### src/rtl/k051962_layer_shifter.sv
// k051962 tile-layer pixel serializer: double-buffered GFX ROM word,
// fine-scroll load phase, per-tile/global X flip, masked pixel outputs.
module k051962_layer_shifter #(
  parameter int BPP   = 4,
  parameter int COL_W = 8
) (
  input  logic             clk_24M,
  input  logic             nRES,
  input  logic             CE_PIX,
  input  logic [2:0]       PX_PHASE,
  input  logic [8*BPP-1:0] ROM_D,
  input  logic             ROM_LATCH,
  input  logic [COL_W-1:0] COL,
  input  logic [2:0]       FINE,
  input  logic             FLIPX_EN,
  input  logic             FLIP_SCREEN,
  input  logic             BLANK,
  input  logic             UNDERRUN_CLR,
  output logic [BPP-1:0]   PIX,
  output logic [3:0]       PAL,
  output logic             OPAQUE,
  output logic             UNDERRUN
);

  localparam int W = 8 * BPP;

  logic [W-1:0]     ld_q, ld_d;
  logic [COL_W-1:0] lcol_q, lcol_d;
  logic             lflip_q, lflip_d;
  logic             lfull_q, lfull_d;
  logic [W-1:0]     sh_q, sh_d;
  logic [COL_W-1:0] scol_q, scol_d;
  logic [BPP-1:0]   pix_q, pix_d;
  logic [3:0]       pal_q, pal_d;
  logic             opq_q, opq_d;
  logic             und_q, und_d;

  logic [W-1:0]     ld_rev;
  logic [BPP-1:0]   top;
  logic             xfer;
  logic             und_set;

  assign top  = sh_q[W-1 -: BPP];
  assign xfer = CE_PIX && (PX_PHASE == FINE);

  // Mirror the tile: pixel i takes the slot of pixel 7-i.
  always_comb begin
    ld_rev = '0;
    for (int i = 0; i < 8; i++) begin
      ld_rev[W-1-BPP*i -: BPP] = ld_q[BPP*i+BPP-1 -: BPP];
    end
  end

  always_comb begin
    ld_d    = ld_q;
    lcol_d  = lcol_q;
    lflip_d = lflip_q;
    lfull_d = lfull_q;
    sh_d    = sh_q;
    scol_d  = scol_q;
    pix_d   = pix_q;
    pal_d   = pal_q;
    opq_d   = opq_q;
    und_set = 1'b0;
    if (CE_PIX) begin
      if (xfer) begin
        if (lfull_q) begin
          sh_d   = lflip_q ? ld_rev : ld_q;
          scol_d = lcol_q;
        end else begin
          sh_d    = '0;
          scol_d  = '0;
          und_set = 1'b1;
        end
        lfull_d = 1'b0;
      end else begin
        sh_d = sh_q << BPP;
      end
      // Latch after transfer so a coincident load refills the buffer.
      if (ROM_LATCH) begin
        ld_d    = ROM_D;
        lcol_d  = COL;
        lflip_d = (FLIPX_EN & COL[0]) ^ FLIP_SCREEN;
        lfull_d = 1'b1;
      end
      pix_d = BLANK ? '0 : top;
      pal_d = BLANK ? 4'h0 : scol_q[COL_W-1 -: 4];
      opq_d = ~BLANK & (|top);
    end
    if (und_set) und_d = 1'b1;
    else if (UNDERRUN_CLR) und_d = 1'b0;
    else und_d = und_q;
  end

  always_ff @(posedge clk_24M) begin
    if (!nRES) begin
      ld_q    <= '0;
      lcol_q  <= '0;
      lflip_q <= 1'b0;
      lfull_q <= 1'b0;
      sh_q    <= '0;
      scol_q  <= '0;
      pix_q   <= '0;
      pal_q   <= '0;
      opq_q   <= 1'b0;
      und_q   <= 1'b0;
    end else begin
      ld_q    <= ld_d;
      lcol_q  <= lcol_d;
      lflip_q <= lflip_d;
      lfull_q <= lfull_d;
      sh_q    <= sh_d;
      scol_q  <= scol_d;
      pix_q   <= pix_d;
      pal_q   <= pal_d;
      opq_q   <= opq_d;
      und_q   <= und_d;
    end
  end

  assign PIX      = pix_q;
  assign PAL      = pal_q;
  assign OPAQUE   = opq_q;
  assign UNDERRUN = und_q;

endmodule

### config.mk
export PLATFORM = sky130hd
export DESIGN_NAME = k051962_layer_shifter
export DESIGN_NICKNAME = d
export VERILOG_FILES = /design/src/rtl/k051962_layer_shifter.sv
export SDC_FILE = /design/constraint.sdc
export NUM_CORES = 1
export LEC_CHECK = 0
export BUFFER_PORTS_ARGS = -buffer_cell sky130_fd_sc_hd__buf_2
export CAP_MARGIN = 0
export CORE_AREA = 2 2 91 84
export CTS_BUF_LIST = sky130_fd_sc_hd__clkbuf_8
export CTS_CLUSTER_DIAMETER = 50
export CTS_CLUSTER_SIZE = 8
export DETAILED_ROUTE_END_ITERATION = 16
export DIE_AREA = 0 0 93 86
export GPL_TIMING_DRIVEN = 0
export PLACE_DENSITY = 0.81
export SLEW_MARGIN = 20
export SYNTH_ARGS = -nofsm -noshare
export SYNTH_HDL_FRONTEND = slang
export SYNTH_SLANG_ARGS = --single-unit
### constraint.sdc
create_clock -name clk_24M -period 1.45 [get_ports clk_24M]
set_input_delay 0.145 -clock clk_24M [delete_from_list [all_inputs] [get_ports clk_24M]]
set_output_delay 0.145 -clock clk_24M [all_outputs]
set_load 0.05 [all_outputs]
======== Word level (Yosys, flattened, before mapping) ========
Cells that the tools add are included.
storage, ports and cells
  input bits .............................. 54
  output and inout bits ................... 10
  flip-flop bits (word level) ............. 92
  logic and storage cells ................. 35
cells by class
  eq/ne operators ......................... 1
  muxes and demuxes ....................... 13
  reduce and logical (&&, ||, !) cells .... 7
  bitwise operators ....................... 4
operators with widths
  cell                 count
  2-to-1 mux 32 bit    3
  2-to-1 mux 4 bit     2
  2-to-1 mux 8 bit     1
  2-to-1 mux 1 bit     7
  AND reduction 2 bit  3
  nonzero test 2 bit   2
  OR reduction 4 bit   1
  equality test 3 bit  1
  bitwise AND 1 bit    2
  logical AND 1 bit    1
  NOT 1 bit            1
  bitwise XOR 1 bit    1

======== Logic depth before layout (Yosys ltp) ========
  depth after elaboration ................. 5
  depth in mapped cells ................... 5
  depth with buffers taken out ............ 3

======== Least setup slack after synthesis ========
No wires, ideal clock.
  kind .................................... reg2reg
  start point ............................. reg lflip_q
  end point ............................... reg sh_q[27]
  library setup time ...................... 0.122 ns
  buffers on the path ..................... 2
  cell stages (with the launch flop) ...... 6
  slack ................................... 0.243 ns
  period minus slack after synthesis ...... 1.207 ns
  data arrival time ....................... 1.084 ns
  data required time ...................... 1.328 ns
  cells stage by stage .................... dfxtp_1 -> buf_2 -> buf_4 -> mux2_2 -> o211ai_1 -> mux2i_1
on the way
  cells in the longest elaborated chain, start to end .. 3
RTL lines
  item                      line  text
  start: declaration        29    logic lflip_q, lflip_d;
  start signal: assignment  110   lflip_q <= lflip_d;
  2-to-1 mux 32 bit         68    sh_d = lflip_q ? ld_rev : ld_q;
  2-to-1 mux 32 bit         67    if (lfull_q) begin
  2-to-1 mux 32 bit         66    if (xfer) begin
  end signal: assignment    101   sh_q <= '0;
  end signal: assignment    112   sh_q <= sh_d;
  end: declaration          31    logic [W-1:0] sh_q, sh_d;
No other way between the ends.
A chain may end at the register's enable or synchronous reset.

======== Final worst setup path ========
  start point ............................. reg lflip_q
  end point ............................... reg sh_q[8]
The elaborated chain is that of the path after synthesis.

==> flow_summary.yaml <==
logic_synthesis:
  post-synth-top-count-cell: "dfxtp_1"
  async_reset_ff_share_pct: 0
  synth.top_cells.by_count: "84 x dfxtp_1, 82 x nand2_1, 73 x a21oi_1, 36 x mux2i_1"
  synth_area_leader_cell: "dfxtp_1"
  syn_area_sq_um: 4041
  ys.flop_type: "dfxtp_1"
  yosysTopAreaCellShare_pct: 41.61
  synthTopCellsByArea: "dfxtp_1 42%, a21oi_1 9.0%, mux2i_1 8.9%"
  syn_nets: 494
  postSynthAreaPerCell_sq_um: 9.185
  ys_warn_count: 0
  synth-seq-area-share_pct: 41.61
  synth_cell_types: 28
  syn_inst: 440
  ys_ff_latch: 84
  synth_edf_count: 0
detailed_routing:
  routed_wl_um: 9664
  drt-pass1-iter-count: 4
  vias: 3504
  avgViaCountPerCell: 5.754
  drt_iter0_markers: 267
  wire_per_inst_um: 15.87
  final_antenna_net_count: 0
  drc: 0
placed_design:
  gp_congestion: 0.8639
  dp_slack_ns: 0.07640
  dp_hpwl_um: 7076
  io_buffers: 60
  post_dp_cell_area_sq_um: 4458
clock_network:
  clock_path_buffers: 2
  clk_pin_slew_ns: 0.09
  clock_latency_ns: 0.37
  cts_tree: "built"
  clock_sinks: 84
  cts_buffers: 9
  cts_htree_levels: 3
  clock-root-buffer: "clkbuf_8"
floorplanning:
  die_y_um: 86
  die_area_sq_um: 7998
  chipWidth_um: 93
  start_util_pct: 58.01
  coreArea_sq_um: 6967
  ios: 64
  placement_rows: 29
global_route:
  grt_use_total_pct: 25.45
  grt_overflow: 0
  antenna_found_initial: 0
  grt_pass1_vias: 3383
  grt_start_max_net_pins: 16
  grt_pass1_wl_um: 16120
final_layout:
  postLayoutCellArea_sq_um: 4683
  layout.nets: 565
  layout-drive-gt1-share_pct: 23.84
  diodes: 0
  syn_to_final_growth_pct: 15.88
power:
  power.density_nw_per_um2: 1018
  p_comb_share_pct: 10.4
  max-vdd-ir-drop_mv: 0.6927
  intPower_uw: 3547
  totalPowerFinal_uw: 4766
  clock_power_share_pct: 39.3
  leakagePower_uw: 0.002327
  power.switching_uw: 1219
  pwr-share-seq_pct: 50.3
  switching_share_pct: 25.58
worst_setup_path:
  worstSetupPathType: "reg -> reg"
  worstPathRequired_ns: 1.69
  crit_path_max_fanout: 10
  cp-end-kind: "flop"
  critPathArrivalTime_ns: 1.63
  start_kind: "flop"
sta:
  fmax_mhz: 721.6
  fin_crit_sh_pct: 95.57
  hold_violations: 0
  fin_ws_ns: 0.06421
  fin_crit_ns: 1.386
  worst_slew_pin_slew_ns: 0.5555
  setup_viol: 0
  fin_skew_ns: 0.01227
  final-max-slew-violation-count: 0
  slew_headroom_pct: 62.97
worst_hold_path:
  hold_path_class: "in -> reg"
job:
  cap_violations: 0
outcome:
  status: "finished, final reports clean"
power groups by stage:
| stage | combinational [uW] | sequential [uW] | clock, uW |
|---|---|---|---|
| after global placement | 476 | 2450 | 0 |
| after detailed placement | 486 | 2450 | 0 |
| final | 495 | 2400 | 1870 |
| after floorplan | 318 | 2440 | 0 |
| after CTS | 489 | 2400 | 1890 |
| after global routing | 542 | 2400 | 1990 |
cells by family (layout without fill, tap and decap cells):
| kind of cell | count (synthesis) | count (layout) | share of synthesized area [%] |
|---|---|---|---|
| compound gates | 136 | 136 | 22.63 |
| simple gates | 112 | 112 | 12.42 |
| xor+xnor | 4 | 4 | 0.8670 |
| flops | 84 | 84 | 41.61 |
| buf+inv | 40 | 116 | 5.758 |
| mux | 64 | 64 | 16.72 |
cell type report:
class,instances,area (sq um)
Timing Repair Buffer,60,300.3
Sequential cell,84,1682
Clock buffer,9,123.9
Buffer,39,232.7
Clock inverter,7,97.59
Inverter,1,3.754
Fill cell,581,2283
Tap cell,93,116.4
Multi-Input combinational cell,316,2127
final timing paths:
check	endpoint	start	depth (start not counted)	slack, ns
worst max-delay path	sh_q[8]	lflip_q	5	0.06
worst min register to register	lcol_q[5]	lcol_q[5]	2	0.46
worst max register to register	sh_q[8]	lflip_q	5	0.06
worst min-delay path	ld_q[25]	ROM_D[25]	3	0.005
critical path, cell delays in order (launching register included):
cell	delay, ns
dfxtp_1	0.31
buf_2	0.17
buf_4	0.22
mux2_2	0.38
o211ai_1	0.09
mux2i_1	0.10
stage by stage:
stage               hold WS (ns)  utilization [%]  cells  setup TNS [ns]
detailed placement        0.3910            63.99    593               0
global route            0.005462            67.22    609       -0.005280
finish                  0.005454            67.22    609               0
global placement          0.3860            63.99    593               0
CTS                    0.0002346            67.17    609               0
floorplan                 0.2810                -    440               0
cells in the final DEF, fill, tap and decap left out:
| master | n |
|---|---|
| a21oi_1 | 73 |
| clkbuf_1 | 7 |
| nand3b_1 | 10 |
| bufinv_16 | 2 |
| nand2b_1 | 9 |
| o211ai_1 | 28 |
| nand2_1 | 82 |
| o31ai_1 | 4 |
| clkinv_2 | 2 |
| mux2_2 | 13 |
| xor2_1 | 1 |
| a211oi_1 | 1 |
| clkinvlp_4 | 1 |
| and2_1 | 2 |
| nor2_1 | 1 |
| mux2i_1 | 36 |
| inv_6 | 1 |
| inv_8 | 1 |
| nor2b_1 | 1 |
| mux2_1 | 15 |
| or4_1 | 1 |
| nand4_1 | 1 |
| o211a_1 | 28 |
| nand2_2 | 1 |
| o31ai_2 | 1 |
| a22o_1 | 1 |
| inv_1 | 1 |
| buf_2 | 81 |
| buf_6 | 5 |
| buf_4 | 6 |
| dfxtp_1 | 84 |
| xnor2_1 | 3 |
| nand3_1 | 4 |
| clkbuf_8 | 9 |
timing repair:
item	CTS	global route
buffers inserted	0	0
hold buffers	0	0
resized for setup	0	1
setup endpoints to repair	0	3
layer usage:
layer | vias to the layer above | share of wire (%) | GRT usage [%]
met1 | 1644 | 44 | 33.08
met2 | 108 | 46 | 41.37
met3 | 25 | 6.4 | 5.888
met4 | 0 | 3.1 | 9.759
li1 | 1727 | - | -
met5 | - | 0 | 0
registers in the layout (all words and copies together) (netlist names), 4 cells and up:
signal	flops
PIX	4
ld_q	32
sh_q	32
PAL	4
scol_q	4
lcol_q	4
No activity file was read; power rests on OpenSTA's default activity.
